<file path="config.mk">
export PLATFORM = sky130hd
export DESIGN_NAME = crf_lut_bank_flat
export DESIGN_NICKNAME = d
export VERILOG_FILES = /design/src/rtl/crf_lut_bank_if.sv /design/src/rtl/crf_lut_bank.sv /design/src/flat_wrapper.sv
export SDC_FILE = /design/constraint.sdc
export NUM_CORES = 2
export LEC_CHECK = 0
export BUFFER_PORTS_ARGS = -buffer_cell sky130_fd_sc_hd__buf_2
export CAP_MARGIN = 20
export CORE_AREA = 2 2 386 388
export DETAILED_ROUTE_END_ITERATION = 7
export DIE_AREA = 0 0 388 390
export PLACE_DENSITY = 0.79
export SLEW_MARGIN = 10
export SYNTH_ARGS = -nofsm -noshare
export SYNTH_HDL_FRONTEND = slang
export SYNTH_SLANG_ARGS = --single-unit
</file>
<file path="constraint.sdc">
create_clock -name clk -period 13.2 [get_ports clk]
set_input_delay 1.32 -clock clk [delete_from_list [all_inputs] [get_ports clk]]
set_output_delay 1.32 -clock clk [all_outputs]
set_load 0.005 [all_outputs]
</file>
<file path="src/rtl/crf_lut_bank_if.sv">
// Pixel, result and configuration bundle for the CRF lookup bank.
// The host/source side uses master; the lookup bank uses slave.
interface crf_lut_bank_if #(
    parameter int unsigned PIXEL_W  = 5,
    parameter int unsigned DATA_W   = 12,
    parameter int unsigned CHANNELS = 3,
    parameter int unsigned CH_W     = 2
);
    logic                               clk_en;
    logic                               pix_valid;
    logic [CHANNELS*PIXEL_W-1:0]        pix_data;
    logic                               out_valid;
    logic [CHANNELS*DATA_W-1:0]         out_g;
    logic [CHANNELS*(PIXEL_W-1)-1:0]    out_w;
    logic                               cfg_wr;
    logic [CH_W-1:0]                    cfg_chan;
    logic [PIXEL_W-1:0]                 cfg_addr;
    logic [DATA_W-1:0]                  cfg_data;
    logic                               cfg_swap;
    logic                               frame_start;
    logic                               swap_pending;
    logic                               init_done;

    modport master (
        output clk_en, pix_valid, pix_data,
        output cfg_wr, cfg_chan, cfg_addr, cfg_data, cfg_swap, frame_start,
        input  out_valid, out_g, out_w, swap_pending, init_done
    );

    modport slave (
        input  clk_en, pix_valid, pix_data,
        input  cfg_wr, cfg_chan, cfg_addr, cfg_data, cfg_swap, frame_start,
        output out_valid, out_g, out_w, swap_pending, init_done
    );
endinterface

</file>
<file path="src/rtl/crf_lut_bank.sv">
// Double-buffered multi-channel CRF lookup: Z -> g(Z) from a runtime-loadable
// table plus a hat weight w(Z), two-cycle registered pipeline.
module crf_lut_bank #(
    parameter int unsigned PIXEL_W  = 5,
    parameter int unsigned DATA_W   = 12,
    parameter int unsigned CHANNELS = 3,
    parameter int unsigned CH_W     = 2
) (
    input logic           clk,
    input logic           rst,
    crf_lut_bank_if.slave bus
);
    localparam int unsigned DEPTH = 1 << PIXEL_W;
    localparam int unsigned WW    = PIXEL_W - 1;
    localparam int unsigned SHIFT = DATA_W - PIXEL_W;

    localparam logic [0:0] ST_INIT = 1'b0;
    localparam logic [0:0] ST_RUN  = 1'b1;

    localparam logic [PIXEL_W-1:0] ZMAX   = '1;
    localparam logic [PIXEL_W-1:0] HALF   = ZMAX >> 1;
    localparam logic [CH_W:0]      CH_LIM = (CH_W+1)'(CHANNELS);

    logic [0:0]         state_q, state_d;
    logic [PIXEL_W-1:0] init_cnt_q, init_cnt_d;
    logic               bank_q, bank_d;
    logic               swap_pending_q, swap_pending_d;
    logic               init_done_q, init_done_d;

    logic                            s1_valid_q;
    logic [CHANNELS*PIXEL_W-1:0]     s1_pix_q;
    logic                            out_valid_q;
    logic [CHANNELS*DATA_W-1:0]      out_g_q;
    logic [CHANNELS*WW-1:0]          out_w_q;

    logic                            init_c, run_c, adv_c, cfg_ok_c;
    logic [PIXEL_W-1:0]              waddr_c;
    logic [DATA_W-1:0]               wdata_c;
    logic [CHANNELS*DATA_W-1:0]      rd_g_c;
    logic [CHANNELS*WW-1:0]          w_c;

    // Control state register
    always_ff @(posedge clk) begin
        if (rst) begin
            state_q        <= ST_INIT;
            init_cnt_q     <= '0;
            bank_q         <= 1'b0;
            swap_pending_q <= 1'b0;
            init_done_q    <= 1'b0;
        end else begin
            state_q        <= state_d;
            init_cnt_q     <= init_cnt_d;
            bank_q         <= bank_d;
            swap_pending_q <= swap_pending_d;
            init_done_q    <= init_done_d;
        end
    end

    // Identity fill, then swap arbitration on frame boundaries
    always_comb begin
        state_d        = state_q;
        init_cnt_d     = init_cnt_q;
        bank_d         = bank_q;
        swap_pending_d = swap_pending_q;
        init_done_d    = init_done_q;
        case (state_q)
            ST_INIT: begin
                init_cnt_d = init_cnt_q + PIXEL_W'(1);
                if (init_cnt_q == ZMAX) begin
                    state_d     = ST_RUN;
                    init_done_d = 1'b1;
                end
            end
            ST_RUN: begin
                if (bus.frame_start && (swap_pending_q || bus.cfg_swap)) begin
                    bank_d         = ~bank_q;
                    swap_pending_d = 1'b0;
                end else if (bus.cfg_swap) begin
                    swap_pending_d = 1'b1;
                end
            end
            default: state_d = ST_INIT;
        endcase
    end

    assign init_c   = (state_q == ST_INIT);
    assign run_c    = (state_q == ST_RUN);
    assign adv_c    = run_c && bus.clk_en;
    assign cfg_ok_c = run_c && bus.cfg_wr && ({1'b0, bus.cfg_chan} < CH_LIM);
    assign waddr_c  = init_c ? init_cnt_q : bus.cfg_addr;
    assign wdata_c  = init_c ? (DATA_W'(init_cnt_q) << SHIFT) : bus.cfg_data;

    for (genvar c = 0; c < CHANNELS; c++) begin : g_ch
        logic [DATA_W-1:0]  mem0 [DEPTH];
        logic [DATA_W-1:0]  mem1 [DEPTH];
        logic [DATA_W-1:0]  rd_q;
        logic [PIXEL_W-1:0] raddr;
        logic [PIXEL_W-1:0] z;
        logic [PIXEL_W-1:0] wf;
        logic               hit;

        assign raddr = bus.pix_data[c*PIXEL_W +: PIXEL_W];
        assign hit   = cfg_ok_c && (bus.cfg_chan == CH_W'(c));

        // INIT fills both banks; host writes only reach the shadow bank
        always_ff @(posedge clk) begin
            if (init_c || (hit && bank_q))  mem0[waddr_c] <= wdata_c;
            if (init_c || (hit && !bank_q)) mem1[waddr_c] <= wdata_c;
            if (adv_c) rd_q <= bank_q ? mem1[raddr] : mem0[raddr];
        end

        assign z  = s1_pix_q[c*PIXEL_W +: PIXEL_W];
        assign wf = (z <= HALF) ? z : (ZMAX - z);
        assign rd_g_c[c*DATA_W +: DATA_W] = rd_q;
        assign w_c[c*WW +: WW]            = WW'(wf);
    end

    // Lookup pipeline; frozen whenever clk_en is low
    always_ff @(posedge clk) begin
        if (rst) begin
            s1_valid_q  <= 1'b0;
            s1_pix_q    <= '0;
            out_valid_q <= 1'b0;
            out_g_q     <= '0;
            out_w_q     <= '0;
        end else if (adv_c) begin
            s1_valid_q  <= bus.pix_valid;
            s1_pix_q    <= bus.pix_data;
            out_valid_q <= s1_valid_q;
            out_g_q     <= rd_g_c;
            out_w_q     <= w_c;
        end
    end

    assign bus.out_valid    = out_valid_q;
    assign bus.out_g        = out_g_q;
    assign bus.out_w        = out_w_q;
    assign bus.swap_pending = swap_pending_q;
    assign bus.init_done    = init_done_q;
endmodule

</file>
<file path="src/flat_wrapper.sv">
// flat-port wrapper written by rule: the top's interface ports become plain ports
module crf_lut_bank_flat 
#(
    parameter int unsigned PIXEL_W  = 5,
    parameter int unsigned DATA_W   = 12,
    parameter int unsigned CHANNELS = 3,
    parameter int unsigned CH_W     = 2
)
  (clk, rst, bus_clk_en, bus_pix_valid, bus_pix_data, bus_cfg_wr, bus_cfg_chan, bus_cfg_addr, bus_cfg_data, bus_cfg_swap, bus_frame_start, bus_out_valid, bus_out_g, bus_out_w, bus_swap_pending, bus_init_done);
  crf_lut_bank_if #(.PIXEL_W(PIXEL_W), .DATA_W(DATA_W), .CHANNELS(CHANNELS), .CH_W(CH_W)) bus_i ();
  input logic clk;
  input logic rst;
  input wire logic [$bits(bus_i.clk_en)-1:0] bus_clk_en;
  input wire logic [$bits(bus_i.pix_valid)-1:0] bus_pix_valid;
  input wire logic [$bits(bus_i.pix_data)-1:0] bus_pix_data;
  input wire logic [$bits(bus_i.cfg_wr)-1:0] bus_cfg_wr;
  input wire logic [$bits(bus_i.cfg_chan)-1:0] bus_cfg_chan;
  input wire logic [$bits(bus_i.cfg_addr)-1:0] bus_cfg_addr;
  input wire logic [$bits(bus_i.cfg_data)-1:0] bus_cfg_data;
  input wire logic [$bits(bus_i.cfg_swap)-1:0] bus_cfg_swap;
  input wire logic [$bits(bus_i.frame_start)-1:0] bus_frame_start;
  output wire logic [$bits(bus_i.out_valid)-1:0] bus_out_valid;
  output wire logic [$bits(bus_i.out_g)-1:0] bus_out_g;
  output wire logic [$bits(bus_i.out_w)-1:0] bus_out_w;
  output wire logic [$bits(bus_i.swap_pending)-1:0] bus_swap_pending;
  output wire logic [$bits(bus_i.init_done)-1:0] bus_init_done;
  assign bus_i.clk_en = bus_clk_en;
  assign bus_i.pix_valid = bus_pix_valid;
  assign bus_i.pix_data = bus_pix_data;
  assign bus_i.cfg_wr = bus_cfg_wr;
  assign bus_i.cfg_chan = bus_cfg_chan;
  assign bus_i.cfg_addr = bus_cfg_addr;
  assign bus_i.cfg_data = bus_cfg_data;
  assign bus_i.cfg_swap = bus_cfg_swap;
  assign bus_i.frame_start = bus_frame_start;
  assign bus_out_valid = bus_i.out_valid;
  assign bus_out_g = bus_i.out_g;
  assign bus_out_w = bus_i.out_w;
  assign bus_swap_pending = bus_i.swap_pending;
  assign bus_init_done = bus_i.init_done;
  crf_lut_bank #(.PIXEL_W(PIXEL_W), .DATA_W(DATA_W), .CHANNELS(CHANNELS), .CH_W(CH_W)) u_core (.clk(clk), .rst(rst), .bus(bus_i));
endmodule
</file>
==> out/results.ini <==
[timing]
drv_slew=0
fin_crit_sh=0.3566
tightest_slew_ps=1199
slew_headroom=0.1989
grt_setup_unrepaired=no
finalHoldViolCount=0
holdWs_ps=453.2
fin_skew_ps=59.90
worst_slack_ps=8493
fin_setup_tns_ps=0
setup_violations=0
max_freq_mhz=212.4
fin_crit_ps=4707

[worst_setup_path]
crit_fanout=60
worst-path-buf-inv=3
r2r-start=u_core.run_c$_SDFF_PP0_
crit_chain=buf_8 -> buf_4 -> buf_4 -> mux4_2 -> o22ai_1 -> or3_1 -> a2111oi_0 -> a211o_1
critical_path_class=input port to register
arrival_ps=5440
crit_end=u_core.g_ch[2].rd_q[3]$_DFFE_PP_
path_delay_family=buffers and inverters
crit_required_ps=13930
crit_slowest_cell=buf_4
r2r_slack_ps=8740
setup.worst_path.start=bus_pix_data[10]
cp_num_cells=8
r2r_cells=5
slowest_delay_ps=870
worst_path_most_repeated_cell=buf_4
reg2reg_to=u_core.g_ch[2].mem1[16][6]$_DFFE_PP_
end_kind=register
cp-start-kind=input port

[flow_run]
maxCapViolCount=0

[clock_network]
clk_path_buf_depth=3
ctsHoldBuffers=0
postCtsSetupBuffers=0
worstSkewPairLatency_ps=880
cts_tree=done
cts_sinks=2414
root_buffer=clkbuf_16
cts-buffers-inserted=225
clkTransAtPathRegs_ps=60
htreeDepth=4
ctsResizeCount=0

[floorplanning]
start_util=0.6267
die_h_um=390
pin_count=92
dieWidth_um=388
coreArea_um2=147100
die_area_um2=151300
num_rows=141

[finish]
syn_to_final_growth_pct=12.07
nFillCells=8259
design_area_um2=103300
layout.nets=4640
drive_gt1_frac=0.2674

[logic_synthesis]
synth.cell_area_um2=92210
seq_area_frac_synth=0.7781
synth.avg_cell_area_um2=21.45
ys_seq_elements=2414
ys_async_sr_fraction=0
synthFlopType=edfxtp_1
netlist-cell-type-count=51
synth_enable_flop_cells=2340
synth_nets=4341
synthesis.instances=4298
yosysWarnings=0

[pwr]
leakage_nw=32.92
peakVddDrop_v=0.0001491
total_power_mw=15.47
cellPowerDensity_nw_per_um2=149.7

[detailed_routing]
vias=47340
avgRoutedWirePerCell_um=34.80
vias_per_cell=7.041
drt-initial-drc-count=7603
drt-pass1-iter-count=8
remaining_drc_errors=48
drt_wl_total_um=233900
ant_nets=0

[grt]
grt_pass1_wl_um=332900
first_global_vias=46920
grt_max_degree=193
grtUsageTotal=0.3100
grt_antenna_before_repair=15
overflow=0

[placed_design]
place_congestion=0.8556
postPlaceCellArea_um2=95750
dp_hpwl_um=129700
io_buffers=91
post-place-ws_ps=7647

[run_status]
outcome=finished with violations
violations=design-rule violations

[hold_path]
hp-class=register to register

synthesized netlist by cell type, drive strengths merged, types with 2 or more instances:
master	number	area, um2
clkbuf	119	446.7
nor2b	27	168.9
o221ai	26	227.7
o41ai	5	43.79
o21ai	28	140.1
a2111oi	7	61.31
o32ai	6	52.55
nand2b	14	87.58
a31oi	8	50.05
or2	2	12.51
a21oi	115	575.6
nor2	276	1036
dfxtp	74	1481
buf	128	752.0
a32o	2	20.02
a32oi	2	17.52
a22oi	40	300.3
nor3	12	60.06
nand2	174	653.1
a211o	18	157.7
nand3	12	60.06
mux2	6	67.56
mux4	593	13360
or3b	2	17.52
inv	5	18.77
xnor2	14	122.6
ha	2	25.02
o211ai	6	45.04
o2bb2ai	19	166.4
and3	2	12.51
and2	13	81.33
edfxtp	2340	70270
clkinv	2	7.510
nand3b	2	15.01
o22ai	65	406.6
a211oi	33	247.7
mux2i	84	840.8
or3	9	56.30
worst reg2reg max path: stages (launching register included):
cell     delay, ps
dfxtp_2        320
buf_4          420
inv_1          460
o31ai_1        850
nand2_1        900
nor2_2        1110
worst min path at each step:
stage,slack [ps],cells after the start,from,endpoint
finish,450,2,u_core.bus.out_g[12]$_SDFFE_PP0P_,u_core.bus.out_g[12]$_SDFFE_PP0P_
global route,480,2,u_core.bus.out_g[27]$_SDFFE_PP0P_,u_core.bus.out_g[27]$_SDFFE_PP0P_
CTS,460,2,u_core.bus.out_g[12]$_SDFFE_PP0P_,u_core.bus.out_g[12]$_SDFFE_PP0P_
detailed placement,450,2,u_core.bus.out_g[12]$_SDFFE_PP0P_,u_core.bus.out_g[12]$_SDFFE_PP0P_
global placement,440,2,u_core.bus.out_g[29]$_SDFFE_PP0P_,u_core.bus.out_g[29]$_SDFFE_PP0P_
floorplan,430,2,u_core.s1_valid_q$_SDFFE_PP0P_,u_core.bus.out_valid$_SDFFE_PP0P_
power breakdown:
part           switching (mW)  internal (mW)
clock                    2.81           3.53
sequential             0.0262           8.43
combinational           0.414          0.259
cell type report:
cell class / instances / area, um2 / area share
multi-input cells: 1630 / 19410 / 0.1879
flip-flops and latches: 2414 / 71750 / 0.6943
diodes: 3 / 7.507 / 0.00007264
clock inverters: 141 / 1280 / 0.01239
clock buffers: 279 / 5914 / 0.05723
well taps: 1930 / 2415 / 0.02337
inverters: 7 / 28.78 / 0.0002785
repair buffers: 319 / 2535 / 0.02453
flip-flops by register name, summed over array words and instances, names as in the netlist:
name / flops
u_core.bus.init_done: 1
u_core.bank_q: 1
u_core.g_ch.mem0: 1152
u_core.bus.out_g: 36
u_core.s1_pix_q: 15
u_core.g_ch.rd_q: 36
u_core.bus.swap_pending: 1
u_core.bus.out_valid: 1
u_core.init_cnt_q: 5
u_core.s1_valid_q: 1
u_core.g_ch.mem1: 1152
u_core.bus.out_w: 12
u_core.run_c: 1
metal layers:
metal  global-route usage  wire (um)  vias up
li1                     -          -    18490
met1               0.4233      80140    24380
met2               0.4858     112800     3858
met3              0.08471      30900      592
met4               0.1208       9935       26
met5                    0        207        -
cell usage in the layout, fill, tap and decap left out, types with 18 or more instances in the layout:
cell / instances
a211o_1: 18
a211oi_1: 33
a21oi_1: 111
a22oi_1: 40
buf_2: 81
buf_4: 188
buf_6: 33
bufinv_16: 18
clkbuf_1: 47
clkbuf_16: 226
clkinv_1: 57
clkinv_2: 43
dfxtp_1: 72
edfxtp_1: 2340
mux2i_1: 84
mux4_2: 592
nand2_1: 171
nor2_1: 253
nor2_2: 23
nor2b_1: 27
o21ai_0: 21
o221ai_1: 26
o22ai_1: 65
o2bb2ai_1: 19
kinds of logic after synthesis:
| group | share of synthesized area |
|---|---|
| DFF | 0.7781 |
| muxes | 0.1547 |
| and+or+nand+nor | 0.02459 |
| AOI/OAI and AO/OA | 0.02763 |
| buffers and inverters | 0.01328 |
| xor gates and xnor gates | 0.001425 |
| adders and majority gates | 0.0002713 |
metrics by stage:
step           instances    util
3_5_place_dp        6273  0.6508
2_1_floorplan       4298       -
5_1_grt             6720  0.7023
4_1_cts             6693  0.6997
6_report            6723  0.7024
3_3_place_gp        6232  0.6477
Power figures use the tool's default switching activity.
